### src/rtl/uart_rx_edge_sampler.sv
`default_nettype none
// +----------------------------------------------------------------------------+
// | uart_rx_edge_sampler: UART RX bit timing and 3-sample majority recovery    |
// | Rev 1.0                                                                    |
// +----------------------------------------------------------------------------+
module uart_rx_edge_sampler #(
  parameter int EDGE_W  = 5,
  parameter int BIT_W   = 4,
  parameter int PRESC_W = 6
) (
  input  logic               clk,
  input  logic               rst,
  input  logic               RX_IN,
  input  logic [PRESC_W-1:0] Prescale,
  input  logic               enable,
  input  logic               dat_samp_en,
  output logic [EDGE_W-1:0]  edge_cnt,
  output logic [BIT_W-1:0]   bit_cnt,
  output logic               sampled_bit,
  output logic               samp_valid
);

  localparam logic [PRESC_W-1:0] c_p_min   = PRESC_W'(8);
  localparam logic [PRESC_W-1:0] c_p_max   = PRESC_W'(32);
  localparam logic [PRESC_W-1:0] c_p_one   = PRESC_W'(1);
  localparam logic [EDGE_W-1:0]  c_e_zero  = '0;
  localparam logic [EDGE_W-1:0]  c_e_one   = EDGE_W'(1);
  localparam logic [EDGE_W-1:0]  c_e_two   = EDGE_W'(2);
  localparam logic [BIT_W-1:0]   c_b_zero  = '0;
  localparam logic [BIT_W-1:0]   c_b_one   = BIT_W'(1);
  localparam logic [BIT_W-1:0]   c_b_max   = '1;

  logic [PRESC_W-1:0] r_presc;
  logic [EDGE_W-1:0]  r_edge_cnt;
  logic [BIT_W-1:0]   r_bit_cnt;
  logic               r_sampled_bit;
  logic               r_samp_valid;
  logic               r_s0;
  logic               r_s1;
  logic               r_ok;

  logic [PRESC_W-1:0] w_presc_clamped;
  logic [EDGE_W-1:0]  w_last;
  logic [EDGE_W-1:0]  w_mid;
  logic [EDGE_W-1:0]  w_pt0;
  logic [EDGE_W-1:0]  w_pt1;
  logic               w_wrap;
  logic               w_majority;

  always_comb begin
    w_presc_clamped = Prescale;
    if (Prescale < c_p_min) begin
      w_presc_clamped = c_p_min;
    end else if (Prescale > c_p_max) begin
      w_presc_clamped = c_p_max;
    end
  end

  // P is at most 32, so P-1 and P>>1 always fit in the edge counter width.
  assign w_last     = EDGE_W'(r_presc - c_p_one);
  assign w_mid      = EDGE_W'(r_presc >> 1);
  assign w_pt0      = w_mid - c_e_two;
  assign w_pt1      = w_mid - c_e_one;
  assign w_wrap     = (r_edge_cnt == w_last);
  assign w_majority = (r_s0 & r_s1) | (r_s0 & RX_IN) | (r_s1 & RX_IN);

  always_ff @(posedge clk) begin
    if (rst) begin
      r_presc       <= c_p_min;
      r_edge_cnt    <= c_e_zero;
      r_bit_cnt     <= c_b_zero;
      r_sampled_bit <= 1'b1;
      r_samp_valid  <= 1'b0;
      r_s0          <= 1'b1;
      r_s1          <= 1'b1;
      r_ok          <= 1'b0;
    end else begin
      r_samp_valid <= 1'b0;
      if (!enable) begin
        r_presc    <= w_presc_clamped;
        r_edge_cnt <= c_e_zero;
        r_bit_cnt  <= c_b_zero;
        r_s0       <= 1'b1;
        r_s1       <= 1'b1;
        r_ok       <= 1'b0;
      end else begin
        if (w_wrap) begin
          r_edge_cnt <= c_e_zero;
          if (r_bit_cnt != c_b_max) begin
            r_bit_cnt <= r_bit_cnt + c_b_one;
          end
        end else begin
          r_edge_cnt <= r_edge_cnt + c_e_one;
        end

        // r_ok records that sampling stayed allowed across all three points.
        if (r_edge_cnt == w_pt0) begin
          r_ok <= dat_samp_en;
          if (dat_samp_en) begin
            r_s0 <= RX_IN;
          end
        end
        if (r_edge_cnt == w_pt1) begin
          r_ok <= r_ok & dat_samp_en;
          if (dat_samp_en) begin
            r_s1 <= RX_IN;
          end
        end
        if ((r_edge_cnt == w_mid) && r_ok && dat_samp_en) begin
          r_sampled_bit <= w_majority;
          r_samp_valid  <= 1'b1;
        end
      end
    end
  end

  assign edge_cnt    = r_edge_cnt;
  assign bit_cnt     = r_bit_cnt;
  assign sampled_bit = r_sampled_bit;
  assign samp_valid  = r_samp_valid;

endmodule
`default_nettype wire

### config.mk
export PLATFORM = sky130hd
export DESIGN_NAME = uart_rx_edge_sampler
export DESIGN_NICKNAME = d
export VERILOG_FILES = /design/src/rtl/uart_rx_edge_sampler.sv
export SDC_FILE = /design/constraint.sdc
export NUM_CORES = 1
export LEC_CHECK = 0
export CAP_MARGIN = 20
export CORE_MARGIN = 2
export CORE_UTILIZATION = 35
export DETAILED_ROUTE_END_ITERATION = 7
export PLACE_DENSITY_LB_ADDON = 0.2
export SLEW_MARGIN = 40
export SYNTH_ARGS = -nofsm -noshare
export SYNTH_HDL_FRONTEND = slang
export SYNTH_SLANG_ARGS = --single-unit
### constraint.sdc
create_clock -name clk -period 5.2 [get_ports clk]
set_input_delay 1.04 -clock clk [delete_from_list [all_inputs] [get_ports clk]]
set_output_delay 1.04 -clock clk [all_outputs]
set_load 0.03 [all_outputs]
==> results of run 1 <==
how the worst min path moves through the flow:
stage,depth (start not counted),slack [ns],from,endpoint
after floorplan,2,0.49,r_s1$_SDFFE_PP1P_,r_s1$_SDFFE_PP1P_
after global placement,2,0.47,sampled_bit$_SDFFE_PP1P_,sampled_bit$_SDFFE_PP1P_
after detailed placement,2,0.49,sampled_bit$_SDFFE_PP1P_,sampled_bit$_SDFFE_PP1P_
after CTS,2,0.52,sampled_bit$_SDFFE_PP1P_,sampled_bit$_SDFFE_PP1P_
after global routing,2,0.56,bit_cnt[0]$_SDFFE_PP0P_,bit_cnt[0]$_SDFFE_PP0P_
final,2,0.51,sampled_bit$_SDFFE_PP1P_,sampled_bit$_SDFFE_PP1P_
logic make-up after synthesis:
logic type               share of synthesized area [%]
flip-flops                                       32.89
multiplexers                                     7.194
buffers and inverters                            4.523
XOR/XNOR                                         14.80
AO/OA/AOI/OAI                                    13.67
adder cells (fa/ha/maj)                          6.166
AND/OR/NAND/NOR                                  20.76
sequential cells by signal (all words and copies together) (netlist names):
register / flops
samp_valid: 1
r_ok: 1
bit_cnt: 4
r_s0: 1
sampled_bit: 1
r_presc: 6
edge_cnt: 5
r_s1: 1
worst min-delay path, stage by stage (launching register included):
cell,delay (ns)
dfxtp_1,0.35
nand2_1,0.05
o311ai_0,0.09
area by class of cell:
| class | count | area (um2) |
|---|---|---|
| multi-input combinational | 104 | 762.0 |
| timing repair buffer | 21 | 210.2 |
| fill | 345 | 1858 |
| inverter | 7 | 26.28 |
| sequential | 20 | 400.4 |
| tap | 46 | 57.56 |
| clock buffer | 3 | 22.52 |
power by group through the flow:
stage,Combinational (mW),Sequential [mW],Clock [mW]
global placement,0.0492,0.165,0
floorplan,0.0355,0.164,0
finish,0.0497,0.162,0.0726
detailed placement,0.0500,0.165,0
global route,0.0556,0.163,0.0838
CTS,0.0502,0.162,0.0751
metrics by stage:
| step | hold slack (ns) | total power, mW | util (%) | worst slack, ns | instance area [um2] |
|---|---|---|---|---|---|
| after CTS | 0.5200 | 0.2872 | 44.32 | 2.508 | 1479 |
| after global routing | 0.5590 | 0.3021 | 44.32 | 2.448 | 1479 |
| after floorplan | 0.4877 | 0.1995 | - | 3.331 | 1217 |
| after detailed placement | 0.4864 | 0.2154 | 43.64 | 2.538 | 1456 |
| after global placement | 0.4706 | 0.2144 | 43.64 | 2.631 | 1456 |
| final | 0.5139 | 0.2840 | 44.32 | 2.525 | 1479 |
layer usage:
| layer | up-vias | GRT usage [%] |
|---|---|---|
| met5 | - | 0 |
| met4 | 0 | 5.000 |
| met3 | 4 | 2.703 |
| met2 | 21 | 23.14 |
| met1 | 457 | 15.91 |
| li1 | 503 | - |
synth_stat cells, types with 2 or more instances:
master	instances	share of area (%)
ha_1	6	6.2
mux2i_1	5	4.1
nor2_1	21	6.5
inv_1	7	2.2
a311oi_2	2	2.5
buf_2	2	0.82
nand3_1	7	2.9
clkbuf_1	2	0.62
nor2b_1	4	2.1
a21oi_1	4	1.6
dfxtp_1	20	33
a31oi_1	2	1.0
xor2_1	8	5.8
a22oi_1	3	1.8
and2_1	2	1.0
nand2_1	8	2.5
nor3_1	2	0.82
xnor2_1	7	5.0
nand2b_1	3	1.5
xnor2_2	2	2.7
placed cells by master (no fill, tap or decap):
master           Yosys  final
inv_1                7      7
xor2_1               8      8
nand4_1              1      1
nand2b_1             3      3
a21oi_1              4      4
o221a_1              1      1
o2111ai_1            1      1
nand2_1              8      8
o211ai_1             1      1
xnor2_2              2      2
clkdlybuf4s50_1      0     21
clkbuf_4             0      3
nor4_2               1      1
xnor2_1              7      7
a21boi_1             1      1
a22oi_1              3      3
xor2_2               1      1
mux2i_4              1      1
o22ai_1              1      1
o311ai_0             1      1
and2_1               2      2
nand3_1              7      7
a211oi_1             1      1
and3_1               1      1
nor2_1              21     21
dfxtp_1             20     20
a31oi_1              2      2
ha_1                 6      6
nor3b_1              1      1
a311oi_2             2      2
mux2_4               1      1
mux2i_1              5      5
nor3_2               1      1
a2bb2oi_1            1      1
o31ai_1              1      1
nor2b_1              4      4
nor3_1               2      2
a21o_1               1      1
==> out/qor.log, run 1 <==
qor: drt.maxUsedRoutingLayer met4
qor: floorplanning.initial_utilization 36.48%
qor: global_routing.antenna_found_initial 0
qor: critical_path.cp_num_cells 1
qor: clocking.cts_root_buffer clkbuf_4
qor: flow_run.maxCapViolCount 0
qor: sta.fin_setup_tns 0 ns
qor: critical_path.r2r-end bit_cnt[0]$_SDFFE_PP0P_
qor: drt.number_of_drc_violations_after_detailed_routing 0
qor: synthesis.synth_ff_type dfxtp_1
qor: drt.detailroute.via_count 985
qor: drt.wl_met2 1159 um
qor: sta.max_freq 373.8 MHz
qor: global_routing.grt_start_max_net_pins 13
qor: pwr.power.density 192.0 mW/mm2
qor: drt.avgViaCountPerCell 4.900
qor: pwr.switching_power 0.07560 mW
qor: critical_path.crit_slowest_cell clkdlybuf4s50_1
qor: pwr.relative_contribution_of_the_clock_network_to_total_power 25.5%
qor: placement.dp.final_hpwl 1856 um
qor: clocking.post_cts_resized 0
qor: critical_path.crit_type flip-flop to output port
qor: drt.detailedRoute.firstIterationViolations 25
qor: global_routing.via_count_of_the_first_global_routing_pass 944
qor: clocking.tritoncts.num_buffers 3
qor: clocking.clk_pin_slew 0.11 ns
qor: synthesis.syn_area 0.001217 mm2
qor: finish.layoutNonFillerInstCount 201
qor: clocking.holdBufCountCts 0
qor: sta.final_period_demand_of_the_worst_path 2.675 ns
qor: finish.finish.net_count 174
qor: pwr.power_report.internal_total 0.2084 mW
qor: placement.port_buffers 21
qor: drt.drt.antenna.violating_nets 0
qor: pwr.power.switching_fraction 26.62%
qor: sta.final.setup_skew 0.002312 ns
qor: critical_path.worstRegToRegCells 7
qor: critical_path.r2r_slack 3.27 ns
qor: critical_path.cp_num_buf_inv 1
qor: synthesis.ys_seq_area_share 32.89%
qor: clocking.cts_tree yes
qor: run_status.outcome finished clean
qor: clocking.post_cts_buffers 0
qor: critical_path.worst_r2r_startpoint r_presc[2]$_SDFFE_PP0N_
qor: sta.min_period_over_period 51.45%
qor: finish.fraction_of_layout_cells_with_a_size_suffix_above_1 7.742%
qor: finish.area.growth.synth_to_final 21.48%
qor: pwr.power.sequential.fraction 56.9%
qor: critical_path.critical-path-max-stage-delay 0.75 ns
qor: pwr.power.leakage 0.5878 nW
qor: sta.grt_setup_unrepaired no
qor: sta.remaining_max_slew_budget_at_the_tightest_pin 70.74%
qor: synthesis.syn_area_per_cell 8.952 um2
qor: synthesis.synth-edff-count 0
qor: synthesis.async_flop_share 0%
qor: critical_path.critical_path_startpoint_category flip-flop
qor: drt.first_pass_iters 4
qor: drt.route.detailed.wl_per_inst 11.45 um
qor: synthesis.synthesis.instances 136
qor: sta.timing_worst_slew_pin_value 0.4376 ns
qor: floorplanning.design.die.area 0.003966 mm2
qor: drt.detail_route.wirelength 2302 um
qor: hold_path.classification_of_the_worst_slack_hold_path flip-flop to flip-flop
qor: pwr.worst_ir_drop_vdd 105.5 uV
qor: sta.report.final.hold_viol_count 0
qor: critical_path.critical_path_required 4.16 ns
qor: synthesis.yosys_warnings 0
qor: synthesis.syn_nets 153
qor: global_routing.globalRoute.totalOverflow 0
qor: critical_path.critPathCapture edge_cnt[2]
qor: critical_path.arr_time_crit_path 1.64 ns
qor: floorplanning.io_pins 22
qor: critical_path.critical-path-top-delay-family buffers and inverters
qor: floorplanning.die_w 62.98 um
qor: drt.wl_met3 95 um
qor: critical_path.end_kind output port
qor: global_routing.wire_length_of_the_first_global_routing_pass 4229 um
qor: placement.dp.cells 198
qor: global_routing.gr_util_all_layers 13.28%
qor: pwr.share_of_total_power_in_combinational_logic 17.5%
qor: clocking.worstSkewPairLatency 0.30 ns
qor: floorplanning.die_y 62.98 um
qor: clocking.ctsHtreeMaxLevel 1
qor: drt.met1Wirelength 1011 um
qor: floorplanning.row_count 21
qor: clocking.cts_sinks 20
qor: sta.setup_violations 0
qor: sta.final_max_slew_viol_count 0
qor: critical_path.worst_setup_startpoint edge_cnt[2]$_SDFF_PP0_
qor: critical_path.cp_max_fo 11
qor: finish.antennaDiodeCount 0
qor: placement.place_congestion 0.7750
qor: critical_path.critical_path.cell_chain clkdlybuf4s50_1
qor: synthesis.total_of_flip_flops_plus_latches_after_synthesis 20
qor: clocking.clockBufferDepth 2
qor: synthesis.ys_types 39
qor: floorplanning.core_area 0.003337 mm2
Power figures use the tool's default switching activity.
==> inputs of run 2 (changes only) <==
Clock period 5.2 ns to 2.56 ns, I/O delays scaled along.
==> run 2 against run 1 <==
Net effect:
- die area stayed put
- via count up 1.9%
- clock-buffer cell count unchanged
- routed wire length increased by 5.8%
- largest power group unchanged
- highest routed layer unchanged
==> out/qor.log, run 2 (synthesized netlist as in run 1, its figures left out) <==
qor: sta.final_period_demand_of_the_worst_path 2.115 ns
qor: placement.dp.cells 199 [+0.51%]
qor: sta.setup_violations 0 [unchanged]
qor: pwr.power.leakage 0.5926 nW [+0.82%]
qor: critical_path.cp_max_fo 11 [unchanged]
qor: clocking.ctsHtreeMaxLevel 1 [unchanged]
qor: floorplanning.core_area 0.003337 mm2 [unchanged]
qor: sta.fin_setup_tns 0 ns [unchanged]
qor: sta.max_freq 472.7 MHz
qor: critical_path.critical_path_startpoint_category flip-flop
qor: finish.largest_register_ffs 6 [unchanged]
qor: finish.finish.net_count 175 [+0.57%]
qor: placement.dp.final_hpwl 1992 um [+7.3%]
qor: sta.grt_setup_unrepaired no
qor: finish.fraction_of_layout_cells_with_a_size_suffix_above_1 8.333% [+0.59 points]
qor: drt.detail_route.wirelength 2435 um [+5.8%]
qor: clocking.cts_sinks 20 [unchanged]
qor: critical_path.critical_path_required 2.05 ns [-2.11 ns]
qor: sta.min_period_over_period 82.63%
qor: drt.detailedRoute.firstIterationViolations 24 [-4.0%]
qor: global_routing.antenna_found_initial 0 [unchanged]
qor: clocking.post_cts_resized 0 [unchanged]
qor: sta.remaining_max_slew_budget_at_the_tightest_pin 74.63% [+3.9 points]
qor: drt.detailroute.via_count 1004 [+1.9%]
qor: floorplanning.die_w 62.98 um [unchanged]
qor: global_routing.wire_length_of_the_first_global_routing_pass 4264 um [+0.83%]
qor: finish.area.growth.synth_to_final 22.10%
qor: finish.max_flop_register r_presc
qor: placement.port_buffers 21 [unchanged]
qor: clocking.tritoncts.num_buffers 3 [unchanged]
qor: clocking.clk_pin_slew 0.10 ns [about the same]
qor: global_routing.grt_start_max_net_pins 13 [unchanged]
qor: finish.layoutNonFillerInstCount 202 [+0.50%]
qor: pwr.power.density 387.8 mW/mm2 [+100%]
qor: finish.antennaDiodeCount 0 [unchanged]
qor: finish.most-common-layout-cells nor2_1, clkdlybuf4s50_1, dfxtp_1
qor: critical_path.cp_num_buf_inv 1 [unchanged]
qor: placement.worst_slack_placed 0.5965 ns [-1.941 ns]
qor: drt.first_pass_iters 4 [unchanged]
qor: sta.final.setup_skew 0.002002 ns [-0.0003101 ns]
qor: finish.fin_util 44.54% [+0.22 points]
qor: clocking.holdBufCountCts 0 [unchanged]
qor: placement.place_area 0.001464 mm2 [+0.51%]
qor: drt.avgViaCountPerCell 4.970 [+1.4%]
qor: critical_path.critical-path-max-stage-delay 0.74 ns [about the same]
qor: floorplanning.io_pins 22 [unchanged]
qor: drt.route.detailed.wl_per_inst 12.05 um [+5.3%]
qor: drt.number_of_drc_violations_after_detailed_routing 0 [unchanged]
qor: sta.final_max_slew_viol_count 0 [unchanged]
qor: critical_path.critical_path.cell_chain clkdlybuf4s50_1
qor: sta.timing.final.ws_setup 0.4447 ns [-2.080 ns]
qor: floorplanning.row_count 21 [unchanged]
qor: floorplanning.initial_utilization 36.48% [unchanged]
qor: critical_path.critical-path-top-delay-family buffers and inverters
qor: floorplanning.die_y 62.98 um [unchanged]
qor: critical_path.crit_slowest_cell clkdlybuf4s50_1
qor: global_routing.via_count_of_the_first_global_routing_pass 962 [+1.9%]
qor: global_routing.gr_util_all_layers 13.35% [+0.071 points]
qor: run_status.outcome finished clean
qor: finish.finalInstanceArea 0.001486 mm2 [+0.51%]
qor: floorplanning.design.die.area 0.003966 mm2 [unchanged]
qor: hold_path.classification_of_the_worst_slack_hold_path flip-flop to flip-flop
qor: flow_run.maxCapViolCount 0 [unchanged]
qor: global_routing.globalRoute.totalOverflow 0 [unchanged]
qor: sta.report.final.hold_viol_count 0 [unchanged]
qor: clocking.worstSkewPairLatency 0.30 ns [about the same]
qor: pwr.worst_ir_drop_vdd 196.0 uV [+86%]
qor: clocking.post_cts_buffers 0 [unchanged]
qor: critical_path.end_kind output port
qor: clocking.clockBufferDepth 2 [unchanged]
qor: placement.place_congestion 0.8006 [+3.3%]
qor: drt.drt.antenna.violating_nets 0 [unchanged]
qor: clocking.cts_root_buffer clkbuf_4
qor: critical_path.crit_type flip-flop to output port
qor: critical_path.arr_time_crit_path 1.60 ns [-0.04 ns]
qor: clocking.cts_tree yes
qor: sta.timing_worst_slew_pin_value 0.3800 ns [-0.05757 ns]
==> run 2: power breakdown <==
part / switching, mW / total [mW] / leakage, nW / internal, mW
clock network: 0.0899 / 0.145 / 0.0138 / 0.0549
registers: 0.0113 / 0.329 / 0.162 / 0.317
logic: 0.0509 / 0.103 / 0.416 / 0.0521
total: 0.152 / 0.576 / 0.593 / 0.424
==> run 2: area by class of cell <==
type | instances | area (um2)
clock buffers | 3 | 22.52
fillers | 349 | 1851
inverters | 7 | 26.28
multi-input cells | 104 | 762.0
flip-flops and latches | 20 | 400.4
well taps | 46 | 57.56
repair buffers | 22 | 217.7
==> run 2: final timing paths <==
| kind | from | end | slack (ns) | cells past startpoint |
|---|---|---|---|---|
| worst max-delay path | edge_cnt[2]$_SDFF_PP0_ | edge_cnt[2] | 0.44 | 1 |
| worst min-delay path | sampled_bit$_SDFFE_PP1P_ | sampled_bit$_SDFFE_PP1P_ | 0.52 | 2 |
| worst max register to register | r_presc[2]$_SDFFE_PP0N_ | bit_cnt[2]$_SDFFE_PP0P_ | 0.57 | 7 |
| worst min register to register | sampled_bit$_SDFFE_PP1P_ | sampled_bit$_SDFFE_PP1P_ | 0.52 | 2 |
==> run 2: routing by layer <==
metal  part of all wire [%]  global-route usage (%)
met2                     47                   22.74
met1                     47                   16.78
met4                    1.4                   4.167
met3                    3.8                   2.703
met5                      0                       0
==> run 2: stage by stage <==
step / power (mW) / hold slack, ns
floorplan: 0.4052 / 0.4877
global placement: 0.4374 / 0.4721
detailed placement: 0.4395 / 0.4923
CTS: 0.5851 / 0.5204
global route: 0.6086 / 0.5427
finish: 0.5765 / 0.5166
==> variant 1, RTL diff (flow settings as in run 2) <==
Put one more register stage on the output `sampled_bit`, without a reset. The value now appears one clock later. The other outputs are not delayed to match.
--- a/src/rtl/uart_rx_edge_sampler.sv
+++ b/src/rtl/uart_rx_edge_sampler.sv
@@ -117,5 +117,7 @@
   assign edge_cnt    = r_edge_cnt;
   assign bit_cnt     = r_bit_cnt;
-  assign sampled_bit = r_sampled_bit;
+  always_ff @(posedge clk) begin
+    sampled_bit <= r_sampled_bit;
+  end
   assign samp_valid  = r_samp_valid;
 
Formal check against the unedited RTL: not equivalent (a bounded check fails within 4 cycles, from zero or initial values and one cycle with rst high).
==> variant 1 against run 2 <==
  * Area after synthesis is 1.6% higher
  * Total power rose by 6.1%
  * Sequential cell count up 1
  * Routed wire length grew 9.3%
  * Highest routed layer unchanged
  * Setup slack got worse by 50 ps
  * Design area grew 1.7%
  * Synthesized cell count rose by 0.74%
==> variant 1: results (changes against run 2) <==
| Metric | Value |
|---|---|
| Clk_lat worst skew | `300 ps (about the same)` |
| Post-Place Cell Area | `1480 µm² (+1.4%)` |
| Commonest cells in the synthesized netlist | `21 x sky130_fd_sc_hd__dfxtp_1, 21 x sky130_fd_sc_hd__nor2_1, 8 x sky130_fd_sc_hd__nand2_1, 8 x sky130_fd_sc_hd__xor2_1` |
| Antenna diode count | `0 (unchanged)` |
| Total track usage | `0.152 (+0.0188)` |
| DRC marker count from the first detailed-route iteration | `42 (+75%)` |
| Worst reg2reg startpoint | `r_presc[3]` |
| Remaining max-slew budget at the tightest pin | `0.722 (-0.0246)` |
| Number of input and output port buffers inserted | `21 (unchanged)` |
| Worst flop-to-flop path endpoint | `bit_cnt[2]` |
| Maximum VDD drop | `149 µV (-24%)` |
| Number of antenna violations at the first check in global routing | `0 (unchanged)` |
| Leading register cell type out of synthesis | `sky130_fd_sc_hd__dfxtp_1` |
| Critical path data arrival time | `1650 ps (+50 ps)` |
| Worst reg2reg setup slack | `530 ps (-40 ps)` |
| Total detailed-routing wirelength | `2660 µm (+9.3%)` |
| Count of filler cells inserted in the layout | `374 (+7.2%)` |
| Via count of the first global-routing pass | `1005 (+4.5%)` |
| Net count after synthesis | `154 (+0.65%)` |
| Hold violation total from the final report | `0 (unchanged)` |
| Largest cells by area after synthesis | `sky130_fd_sc_hd__dfxtp_1 34%, sky130_fd_sc_hd__nor2_1 6.4%, sky130_fd_sc_hd__ha_1 6.1%` |
| Cts repair resizes | `0 (unchanged)` |
| Maximum number of pins on one net before global-route repair | `13 (unchanged)` |
| Cell leakage power | `0.000605 µW (+2.0%)` |
| Minimum clock period after layout | `2160 ps (+49.6 ps)` |
| Nets | `176 (+0.57%)` |
| Reg clk slew, reported paths | `120 ps (+20 ps)` |
| Post-placement worst setup slack | `575 ps (-21.7 ps)` |
| DP Wirelength | `2110 µm (+5.9%)` |
| Master cell of the clock root buffer | `sky130_fd_sc_hd__clkbuf_4` |
| Status | `finished, final reports clean` |
| Sequential-to-total area share from yosys stat | `0.340 (+0.0109)` |
| Crit path from | `edge_cnt[2]` |
| Number of distinct library cells after synthesis | `39 (unchanged)` |
| Global-route wire length before repair | `4850 µm (+14%)` |
| Hold/Removal Path Class | `reg -> reg` |
| Maximum single-stage delay on the critical path | `about 750 ps` |
| Largest register by flop count | `r_presc` |
| # H-tree levels | `1 (unchanged)` |
| Setup crit end | `edge_cnt[2]` |
| Number of buffers on the longest clock path | `2 (unchanged)` |
| Synth warn | `0 (unchanged)` |
| Fraction of registers with async set/reset | `0 (unchanged)` |
| Master of the slowest instance on the critical path | `sky130_fd_sc_hd__clkdlybuf4s50_1` |
| Number of buffers added by the clock tree synthesis step | `3 (unchanged)` |
| Number of flip-flops under the largest register name | `6 (unchanged)` |
| Detailed-route vias per instance | `5.01 (+0.79%)` |
| Weighted congestion reported at the end of routability-driven placement | `0.809 (+1.1%)` |
| Final clock skew | `5.20 ps (+3.20 ps)` |
| Share of final-layout standard cells stronger than drive strength 1 | `0.0886 (+0.00527)` |
==> variant 1: logic make-up after synthesis <==
group                      Yosys count  synth area share
and+or+nand+nor                     52             0.204
AOI/OAI and AO/OA                   21             0.134
DFF                                 21             0.340
xor gates and xnor gates            18             0.146
buffers and inverters               12            0.0445
muxes                                7            0.0708
adders and majority gates            6            0.0607
==> variant 1: how the worst min path moves through the flow <==
stage                        startpoint     endpoint  slack, ps  depth (start not counted)
after floorplan           r_sampled_bit  sampled_bit        330                          0
after global placement    r_sampled_bit  sampled_bit        360                          0
after detailed placement  r_sampled_bit  sampled_bit        350                          0
after CTS                 r_sampled_bit  sampled_bit        370                          0
after global routing      r_sampled_bit  sampled_bit        380                          0
final                     r_sampled_bit  sampled_bit        370                          0
==> variant 1: cell type report <==
cell class | instances | share of cell area
repair buffers | 22 | 0.144
flip-flops and latches | 21 | 0.278
inverters | 7 | 0.0174
multi-input cells | 104 | 0.504
clock buffers | 3 | 0.0149
well taps | 46 | 0.0381
clock inverters | 1 | 0.00331
==> variant 1: metrics by stage <==
stage	std cells	util	hold slack, ps
floorplan	137	-	331
global placement	200	0.441	356
detailed placement	200	0.441	355
CTS	204	0.449	372
global route	204	0.449	383
finish	204	0.449	371
==> variant 1: power by group <==
group | switching (µW) | internal, µW
logic | 52.9 | 52.2
registers | 11.7 | 333
clock network | 103 | 58.3
total | 168 | 444
==> variant 1: metal layers <==
metal | vias up | routed length (µm) | global-route usage
met4 | 0 | 55 | 0.0543
met1 | 477 | 1240 | 0.194
met3 | 6 | 102 | 0.0304
met2 | 22 | 1270 | 0.254
met5 | - | 0 | 0
li1 | 517 | - | -
==> variant 2, RTL diff (config.mk and constraints of run 2) <==
Without the edit above. The parameter `EDGE_W` goes from 5 to 10.
--- a/src/rtl/uart_rx_edge_sampler.sv
+++ b/src/rtl/uart_rx_edge_sampler.sv
@@ -5,5 +5,5 @@
 // +----------------------------------------------------------------------------+
 module uart_rx_edge_sampler #(
-  parameter int EDGE_W  = 5,
+  parameter int EDGE_W  = 10,
   parameter int BIT_W   = 4,
   parameter int PRESC_W = 6
Interface: changed (resized edge_cnt); port bits go from 22 to 27. No check against the original RTL was run, so the function may have changed too.
==> variant 2 against run 2 <==
  * Routed wire length increased by 44%
  * Sequential cell count grew 5
  * Total power rose by 34%
  * Critical endpoint is now bit_cnt[1]
  * Core utilization is 1.2 points higher
  * First-iteration DRC count increased by 130%
  * Synthesized cell count rose by 29%
  * Design area rose by 25%
  * Clock skew grew 0.85 ps
  * Setup slack worse by 300 ps
  * Fmax down 12%
  * Largest power group unchanged
  * Highest routed layer unchanged
  * Largest cell class unchanged
  * Critical path type is now reg -> reg
  * Area after synthesis is 23% higher
==> variant 2: results (changes against run 2) <==
| Metric | Value |
|---|---|
| Share of Yosys cell area claimed by the top area cell type | `0.333 (+0.00418)` |
| Synth Instances | `176 (+29%)` |
| Compound-gate portion of the synthesized area | `0.158 (+0.0215)` |
| Multi-input comb cells | `138 (+33%)` |
| Number of flip-flops under the largest register name | `10 (+4)` |
| Clk_lat worst skew | `270 ps (-30 ps)` |
| Total detailed-routing wirelength | `3510 µm (+44%)` |
| Footprint of the multi-input gates | `955 µm² (+25%)` |
| Number of distinct library cells after synthesis | `41 (+5.1%)` |
| DRC marker count from the first detailed-route iteration | `54 (+130%)` |
| Largest cells by area after synthesis | `sky130_fd_sc_hd__dfxtp_1 33%, sky130_fd_sc_hd__xnor2_1 9.3%, sky130_fd_sc_hd__nor2_1 5.7%` |
| Critical path fanouts, max | `6 (-5)` |
| Non-clock buffers | `27 (+23%)` |
| Placed instance count | `246 (+24%)` |
| Multiplexer share of the synthesized area | `0.0333 (-0.0386)` |
| Share of final-layout standard cells stronger than drive strength 1 | `0.0550 (-0.0283)` |
| Family with the most delay on the worst path | `compound AO/OA/AOI/OAI gates` |
| Met3 Routed Length | `125 µm (+34%)` |
| Critical path data arrival time | `2570 ps (+970 ps)` |
| DP Wirelength | `2690 µm (+35%)` |
| Cell leakage power | `0.000687 µW (+16%)` |
| Setup crit end | `bit_cnt[1]` |
| Parity-gate share of the synthesized area counting xor and xnor cells | `0.146 (-0.00228)` |
| Worst reg2reg setup slack | `150 ps (-420 ps)` |
| Worst Reg-to-Reg Cells | `8 (+1)` |
| Met1 track demand over resource in global routing | `0.200 (+0.0321)` |
| Maximum VDD drop | `250 µV (+28%)` |
| Sequential cell area share | `0.270 (+0.000546)` |
| Number of input and output port buffers inserted | `26 (+24%)` |
| Via count of the first global-routing pass | `1235 (+28%)` |
| Detailed-routed wire length on met2 | `1670 µm (+45%)` |
| Via count | `1315 (+31%)` |
| Post-Synth Adder-Cell Area | `0.0500 (-0.0117)` |
| Clock-cell share of area | `0.0250 (+0.00981)` |
| Commonest cells in the synthesized netlist | `25 x sky130_fd_sc_hd__dfxtp_1, 23 x sky130_fd_sc_hd__nor2_1, 16 x sky130_fd_sc_hd__xnor2_1, 10 x sky130_fd_sc_hd__nor3_1, 9 x sky130_fd_sc_hd__xor2_1` |
| Global-route wire length before repair | `5850 µm (+37%)` |
| Status | `finished, final reports clean` |
variant 2: through the flow:
stage / hold WS [ps] / setup slack (ps) / cell area [µm²]
floorplan: 493 / 206 / 1500
global route: 483 / 45.8 / 1850
finish: 468 / 146 / 1850
CTS: 473 / 94.3 / 1850
global placement: 448 / 192 / 1800
detailed placement: 451 / 113 / 1800
variant 2: where the power goes:
| part | switching (µW) | leakage, µW | internal [µW] |
|---|---|---|---|
| Clock | 130 | 0.0000255 | 109 |
| Combinational | 67.8 | 0.000459 | 61.7 |
| Sequential | 10.8 | 0.000203 | 395 |
variant 2: cells by family (layout without fill, tap and decap cells):
group	after synthesis	after routing
fa+ha+maj	6	6
buf+inv	13	37
simple gates	72	72
flops	25	25
xor+xnor	25	25
compound gates	30	30
mux	5	5
variant 2: what timing repair did:
item	4_1_cts	5_1_grt
resized for setup	0	3
buffers inserted	0	0
endpoints found under the setup margin	0	3
